`src/rtl/alu_op_sequencer.sv`:
```
// alu_op_sequencer: initiator side of the registered arithmetic-unit interface.
// Accepts one request at a time, issues it to the unit for a single cycle,
// captures the unit's registered result one cycle later and returns it on a
// valid/ready response channel. Divide-by-zero is answered without using the
// unit. op_count counts delivered responses, including error responses.
module alu_op_sequencer #(
  parameter int WIDTH = 16,
  parameter int CNT_W = 16
) (
  input  logic             Clk,
  input  logic             RST,
  // request channel
  input  logic             req_valid,
  output logic             req_ready,
  input  logic [WIDTH-1:0] req_a,
  input  logic [WIDTH-1:0] req_b,
  input  logic [1:0]       req_fun,
  // response channel
  output logic             rsp_valid,
  input  logic             rsp_ready,
  output logic [WIDTH-1:0] rsp_result,
  output logic             rsp_carry,
  output logic             rsp_err,
  // arithmetic unit side
  output logic [WIDTH-1:0] alu_a,
  output logic [WIDTH-1:0] alu_b,
  output logic [1:0]       alu_fun,
  output logic             alu_enable,
  input  logic [WIDTH-1:0] alu_out,
  input  logic             alu_carry,
  input  logic             alu_flag,
  // status
  output logic             busy,
  output logic [CNT_W-1:0] op_count
);

  typedef enum logic [1:0] {
    IDLE    = 2'd0,
    ISSUE   = 2'd1,
    CAPTURE = 2'd2,
    RESP    = 2'd3
  } state_t;

  localparam logic [1:0] FUN_ADD = 2'b00;
  localparam logic [1:0] FUN_SUB = 2'b01;
  localparam logic [1:0] FUN_DIV = 2'b11;

  state_t state;

  // Local copy of the accepted operands; kept separate from the unit-facing
  // registers so the borrow decision never depends on what is driven out.
  logic [WIDTH-1:0] op_a;
  logic [WIDTH-1:0] op_b;
  logic [1:0]       op_fun;

  // Carry reported to the consumer: unit carry for add, local borrow for sub,
  // zero for mul/div.
  logic carry_sel;
  assign carry_sel = (op_fun == FUN_ADD) ? alu_carry :
                     (op_fun == FUN_SUB) ? (op_a < op_b) : 1'b0;

  // Sequencer FSM; every output is a register updated on the transition into
  // the state that owns it, so no output depends combinationally on inputs.
  always_ff @(posedge Clk) begin
    // NOTE: all state here uses <= so every register samples pre-edge values;
    // a blocking assignment would let later lines see this cycle's updates.
    if (RST) begin
      state      <= IDLE;
      req_ready  <= 1'b1;
      rsp_valid  <= 1'b0;
      rsp_result <= '0;
      rsp_carry  <= 1'b0;
      rsp_err    <= 1'b0;
      alu_a      <= '0;
      alu_b      <= '0;
      alu_fun    <= '0;
      alu_enable <= 1'b0;
      busy       <= 1'b0;
      op_count   <= '0;
      op_a       <= '0;
      op_b       <= '0;
      op_fun     <= '0;
    end else begin
      case (state)
        IDLE: begin
          if (req_valid && req_ready) begin
            alu_a     <= req_a;
            alu_b     <= req_b;
            alu_fun   <= req_fun;
            op_a      <= req_a;
            op_b      <= req_b;
            op_fun    <= req_fun;
            req_ready <= 1'b0;
            busy      <= 1'b1;
            if (req_fun == FUN_DIV && req_b == '0) begin
              // Divide-by-zero: answer immediately, the unit is never enabled.
              rsp_result <= '0;
              rsp_carry  <= 1'b0;
              rsp_err    <= 1'b1;
              rsp_valid  <= 1'b1;
              state      <= RESP;
            end else begin
              alu_enable <= 1'b1;
              state      <= ISSUE;
            end
          end
        end

        ISSUE: begin
          // The unit registers its result on this edge.
          alu_enable <= 1'b0;
          state      <= CAPTURE;
        end

        CAPTURE: begin
          rsp_result <= alu_out;
          rsp_carry  <= carry_sel;
          rsp_err    <= ~alu_flag;
          rsp_valid  <= 1'b1;
          state      <= RESP;
        end

        RESP: begin
          // Response held indefinitely until the consumer takes it.
          if (rsp_ready) begin
            rsp_valid <= 1'b0;
            req_ready <= 1'b1;
            busy      <= 1'b0;
            op_count  <= op_count + CNT_W'(1);
            state     <= IDLE;
          end
        end

        default: begin
          state     <= IDLE;
          req_ready <= 1'b1;
          busy      <= 1'b0;
        end
      endcase
    end
  end

endmodule
```
`config.mk`:
```
export PLATFORM = sky130hd
export DESIGN_NAME = alu_op_sequencer
export DESIGN_NICKNAME = d
export VERILOG_FILES = /design/src/rtl/alu_op_sequencer.sv
export SDC_FILE = /design/constraint.sdc
export NUM_CORES = 1
export LEC_CHECK = 0
export BUFFER_PORTS_ARGS = -buffer_cell sky130_fd_sc_hd__clkbuf_2
export CAP_MARGIN = 20
export CORE_UTILIZATION = 53
export DETAILED_ROUTE_END_ITERATION = 8
export HOLD_SLACK_MARGIN = 0.03
export PLACE_DENSITY = 0.86
export SKIP_LAST_GASP = 1
export SYNTH_ARGS = -nofsm -noshare
export SYNTH_HDL_FRONTEND = slang
export SYNTH_SLANG_ARGS = --single-unit
```
`constraint.sdc`:
```
create_clock -name Clk -period 4 [get_ports Clk]
set_clock_uncertainty 0.05 [all_clocks]
set_input_delay 0.4 -clock Clk [delete_from_list [all_inputs] [get_ports Clk]]
set_output_delay 0.4 -clock Clk [all_outputs]
set_load 0.005 [all_outputs]
```
[Word-level counts from Yosys, hierarchy flattened]
Index checks and enable logic that the tools add are counted.
Operators by class
  reductions and logical operators: 16
  $add $sub $neg: 1
  bitwise operators: 1
  muxes and demuxes: 25
  $lt $le $gt $ge: 1
  equal/unequal tests: 9
Operators by type and width (number)
  2-to-1 mux 16 bit: 2
  one-hot mux 16 bit (2 select lines): 1
  adder 16 x 1 -> 16 bit (second input constant): 1
  logical NOT 16 bit: 1
  less-than comparator 16 bit: 1
  2-to-1 mux 1 bit: 12
  one-hot mux 1 bit (2 select lines): 5
  AND reduction 3 bit: 3
  != test 2 bit (second input constant): 4
  one-hot mux 2 bit (4 select lines): 1
  equality test 2 bit (second input constant): 3
  2-to-1 mux 2 bit: 3
  AND reduction 2 bit: 3
  nonzero test 2 bit: 3
  equality test 2 x 1 -> 1 bit (second input constant): 2
  logical NOT 2 bit: 2
  AND reduction 4 bit: 1
  one-hot mux 1 bit (3 select lines): 1
  nonzero test 3 bit: 1
  logical AND 1 bit: 2
  inverter 1 bit: 1
Storage, ports and cells
  output and inout bits: 72
  input port bits: 56
  word-level logic and storage cells: 65
  bits in registers: 74

[Longest topological paths before layout]
  depth after elaboration: 5
  gate-level depth with buffers: 9
  mapped depth without buffers: 7

[Worst setup path before layout]
No wires, ideal clock.
  kind: reg2reg
  from: reg state[0]
  to: reg rsp_err
  stages on the path, launching flop included: 10
  arrival: 1.606 ns
  path slack: 2.256 ns
  data required time: 3.862 ns
  clock period less this slack: 1.744 ns
  path buffers: 2
  library setup time: 0.088 ns
  cell sequence: dfxtp_1 > inv_1 > ha_1 > clkbuf_1 > and3_1 > nand3_1 > o21ai_1 > buf_4 > nor2_1 > a311oi_2
Between the ends
  cells in the longest elaborated chain, start to end: 3
  elaborated cells between the ends (all ways): 7
  classes of those cells: eq/ne (3); mux (1); reduce/logical (3)
Ends and longest elaborated chain
  start: declaration: line 48  | state_t state;
  start signal: assignment: line 68  | state <= IDLE;
  start signal: assignment: line 101  | state <= RESP;
  start signal: assignment: line 104  | state <= ISSUE;
  equality test 2 bit / logical NOT 2 bit (equally long branches): line 84  | case (state)
  nonzero test 2 bit (no source line) / != test 2 bit (equally long branches)
  AND reduction 3 bit (no source line)
  end signal: assignment: line 118  | rsp_err <= ~alu_flag;
  end: declaration: line 23  | output logic rsp_err,
Several ways; a longest one is shown, not always the timed one.
A chain may end at the register's enable or synchronous reset.

[Worst setup path in the final report]
  from: reg state[0]
  to: reg rsp_carry
Between the ends
  cells in the longest elaborated chain, start to end: 3
  elaborated cells between the ends (all ways): 7
  classes of those cells: eq/ne (3); mux (1); reduce/logical (3)
Ends and longest elaborated chain
  equality test 2 bit / logical NOT 2 bit (equally long branches): line 84
  nonzero test 2 bit (no source line) / != test 2 bit (equally long branches)
  AND reduction 3 bit (no source line)
  end signal: assignment: line 117  | rsp_carry <= carry_sel;
  end: declaration: line 22  | output logic rsp_carry,
Several ways; a longest one is shown, not always the timed one.

==> metrics <==
Post-Synth Simple-Gate Area=0.242; GR Overflow Total=0; Clock power frac=0.307; vias in the first global route=3047; initial antenna violation count=0; Tot GR Track Use=0.260; antenna-violating nets left=0; Buf/Inv on CP=1; Syn Area/Cell=8.04 µm²; actual slew at the worst max-slew pin=about 0.75 ns; # resized after CTS=0; Site Rows=28; Antenna Diode Count=0; Setup Fix Bufs, Post-CTS=0; Worst IR Drop VDD=0.295 mV; setup TNS=0 ns; CP Class=reg -> reg; router iterations before antenna repair=4; DP HPWL=6.08 mm; post-synthesis sequential area ratio=0.440; final count of negative-setup-slack endpoints=0; core box area=0.00603 mm²; critical path launch point type=flip-flop; Synth Area in Adders=0.0780; status=complete, no violations; Routed WL=8.51 mm; chip height=81.7 µm; Vias=3300; placed insts=around 600; Synth Net Count=496; FFs w/ async S/R, synth=0; flops & latches, synth=74; CP arrival=around 2.4 ns; non-filler cells, final=around 620; clock tree from TritonCTS=yes; multiplexer share of the synthesized area=0.00297; cells after synthesis=419; clock latency at the later pin of the worst-skew pair=0.34 ns; Lkg Pwr=0.00189 µW; Chip Width=81.7 µm; cells along the critical path=inv_1, ha_1, nor3b_1, o2111ai_1, a21oi_1, o311ai_0, a31oi_1; post-synthesis compound-gate area fraction=0.152; cell area after synthesis=0.00337 mm²; Netlist cell types=between 40 and 50; fmax=462 MHz; CP max FO=21; routed len/inst=13.7 µm; first-pass GRT wire length=13.3 mm; predominant post-synthesis flop cell=dfxtp_1; Clk pin slew, worst setup/hold paths=0.08 ns; commonest non-fill, non-tap cells in the layout=clkbuf_2 (127), nand2_1 (99), dfxtp_1 (74), a21oi_1 (67), inv_1 (26); P_int=~1500 µW; pre-CTS setup slack=1.87 ns; GP Congestion=0.783; MaxCap Viol Count=0; initial detailed-routing violation count=approximately 170; # IOs=around 130; # hold bufs at CTS=0; Remaining DRCs=0; family with the most delay on the worst path=adder cells; largest net degree at the start of global routing=74; commonest non-fill, non-tap cell in the layout=clkbuf_2; Worst slew margin=0.498; Hold Vio Cnt, Final=0; Comb power frac=0.293; Final Critical Period=around 2.2 ns; main combinational cell family by area after synthesis=simple AND/OR/NAND/NOR gates; fin. max-slew vios=0; sequential share of power=0.400; input/output buffers=~130; unrepaired setup endpoints after global routing=no; initial core utilization=0.559; Synthesis Warnings=0; Post-synth EDFFs=0; Sw Pwr=758 µW; Slowest-stage cell, CP=ha_1; CTS Sinks=74; Num CTS Buffers=9; xor/xnor cell area share of the yosys netlist=0.0286; Max H-tree Level=3; clock buffer depth=2; final worst-path cycle share=0.541; Crit. End Element=flip-flop; pwr/cell area=536 mW/mm²; WP data required=4.22 ns; Root Driver=clkbuf_8; layout cell share with drive strength beyond 1=0.281; sw frac=0.331; Worst Hold Class=in -> reg; final setup margin=between 1.5 and 2 ns; Layout area overhead=27.0%; DIE AREA=0.00668 mm²; DR vias/cell=5.33; max incr delay on CP=0.66 ns; nets=~620
kinds of logic after synthesis:
family,count (synthesis)
muxes,1
adders and majority gates,21
buffers and inverters,48
AOI/OAI and AO/OA,91
xor gates and xnor gates,11
DFF,74
and+or+nand+nor,173
per-layer routing:
layer  GRT usage  part of all wire  wire length (µm)  up-vias
li1            -                 -                 -     1650
met1       0.310              0.43              3690     1522
met2       0.452              0.48              4080      111
met3      0.0544             0.067               571       17
met4       0.111             0.020               171        0
met5           0                 0                 0        -
power by group through the flow:
stage	registers, µW	clock network, µW	logic, µW
floorplan	923	0	429
global placement	926	0	642
detailed placement	932	0	665
CTS	916	711	673
global route	931	745	754
finish	918	704	671
worst min-delay path, stage by stage:
cell and delay, ns:
clkbuf_2 0.08, nand2_1 0.04, a21oi_1 0.05
synthesized netlist by cell type (5+ instances only):
cell type,number,area [µm²]
a21oi_1,67,335
dfxtp_1,74,1480
inv_1,26,97.6
xnor2_1,7,61.3
nand3_1,25,125
ha_1,21,263
buf_2,6,30.0
o21ai_0,9,45.0
clkbuf_1,14,52.6
nor3_1,5,25.0
nand2_1,99,372
nor2_1,22,82.6
metrics by stage:
stage	hold WS [ns]	utilization	instance area (µm²)	power [µW]
after global placement	0.388	0.669	4030	1570
after detailed placement	0.396	0.669	4030	1600
final	0.223	0.710	4280	2290
after CTS	0.214	0.710	4280	2300
after floorplan	0.398	-	3370	1350
after global routing	0.220	0.710	4280	2430
path summary, 6_finish.rpt:
path / from / endpoint / slack, ns / depth (start not counted)
setup / recovery: state[0] / rsp_carry / 1.84 / 7
hold reg to reg: rsp_result[7] / rsp_result[7] / 0.40 / 2
hold / removal: req_a[1] / op_a[1] / 0.22 / 3
setup reg to reg: state[0] / rsp_carry / 1.84 / 7
final cells by class:
| class | count | area [µm²] |
|---|---|---|
| Timing Repair Buffer | 131 | 666 |
| Multi-Input combinational cell | 297 | 1690 |
| Sequential cell | 74 | 1480 |
| Fill cell | 483 | 1750 |
| Tap cell | 75 | 93.8 |
| Clock inverter | 4 | 98.8 |
| Inverter | 26 | 97.6 |
| Clock buffer | 12 | 145 |
flip-flops by register name (all words and copies together) (netlist names):
name and count:
state 2, op_a 16, busy 1, rsp_valid 1
req_ready 1, alu_enable 1, rsp_result 16, op_fun 2
rsp_carry 1, op_count 16, rsp_err 1, op_b 16
No activity file was read; power rests on OpenSTA's default activity.
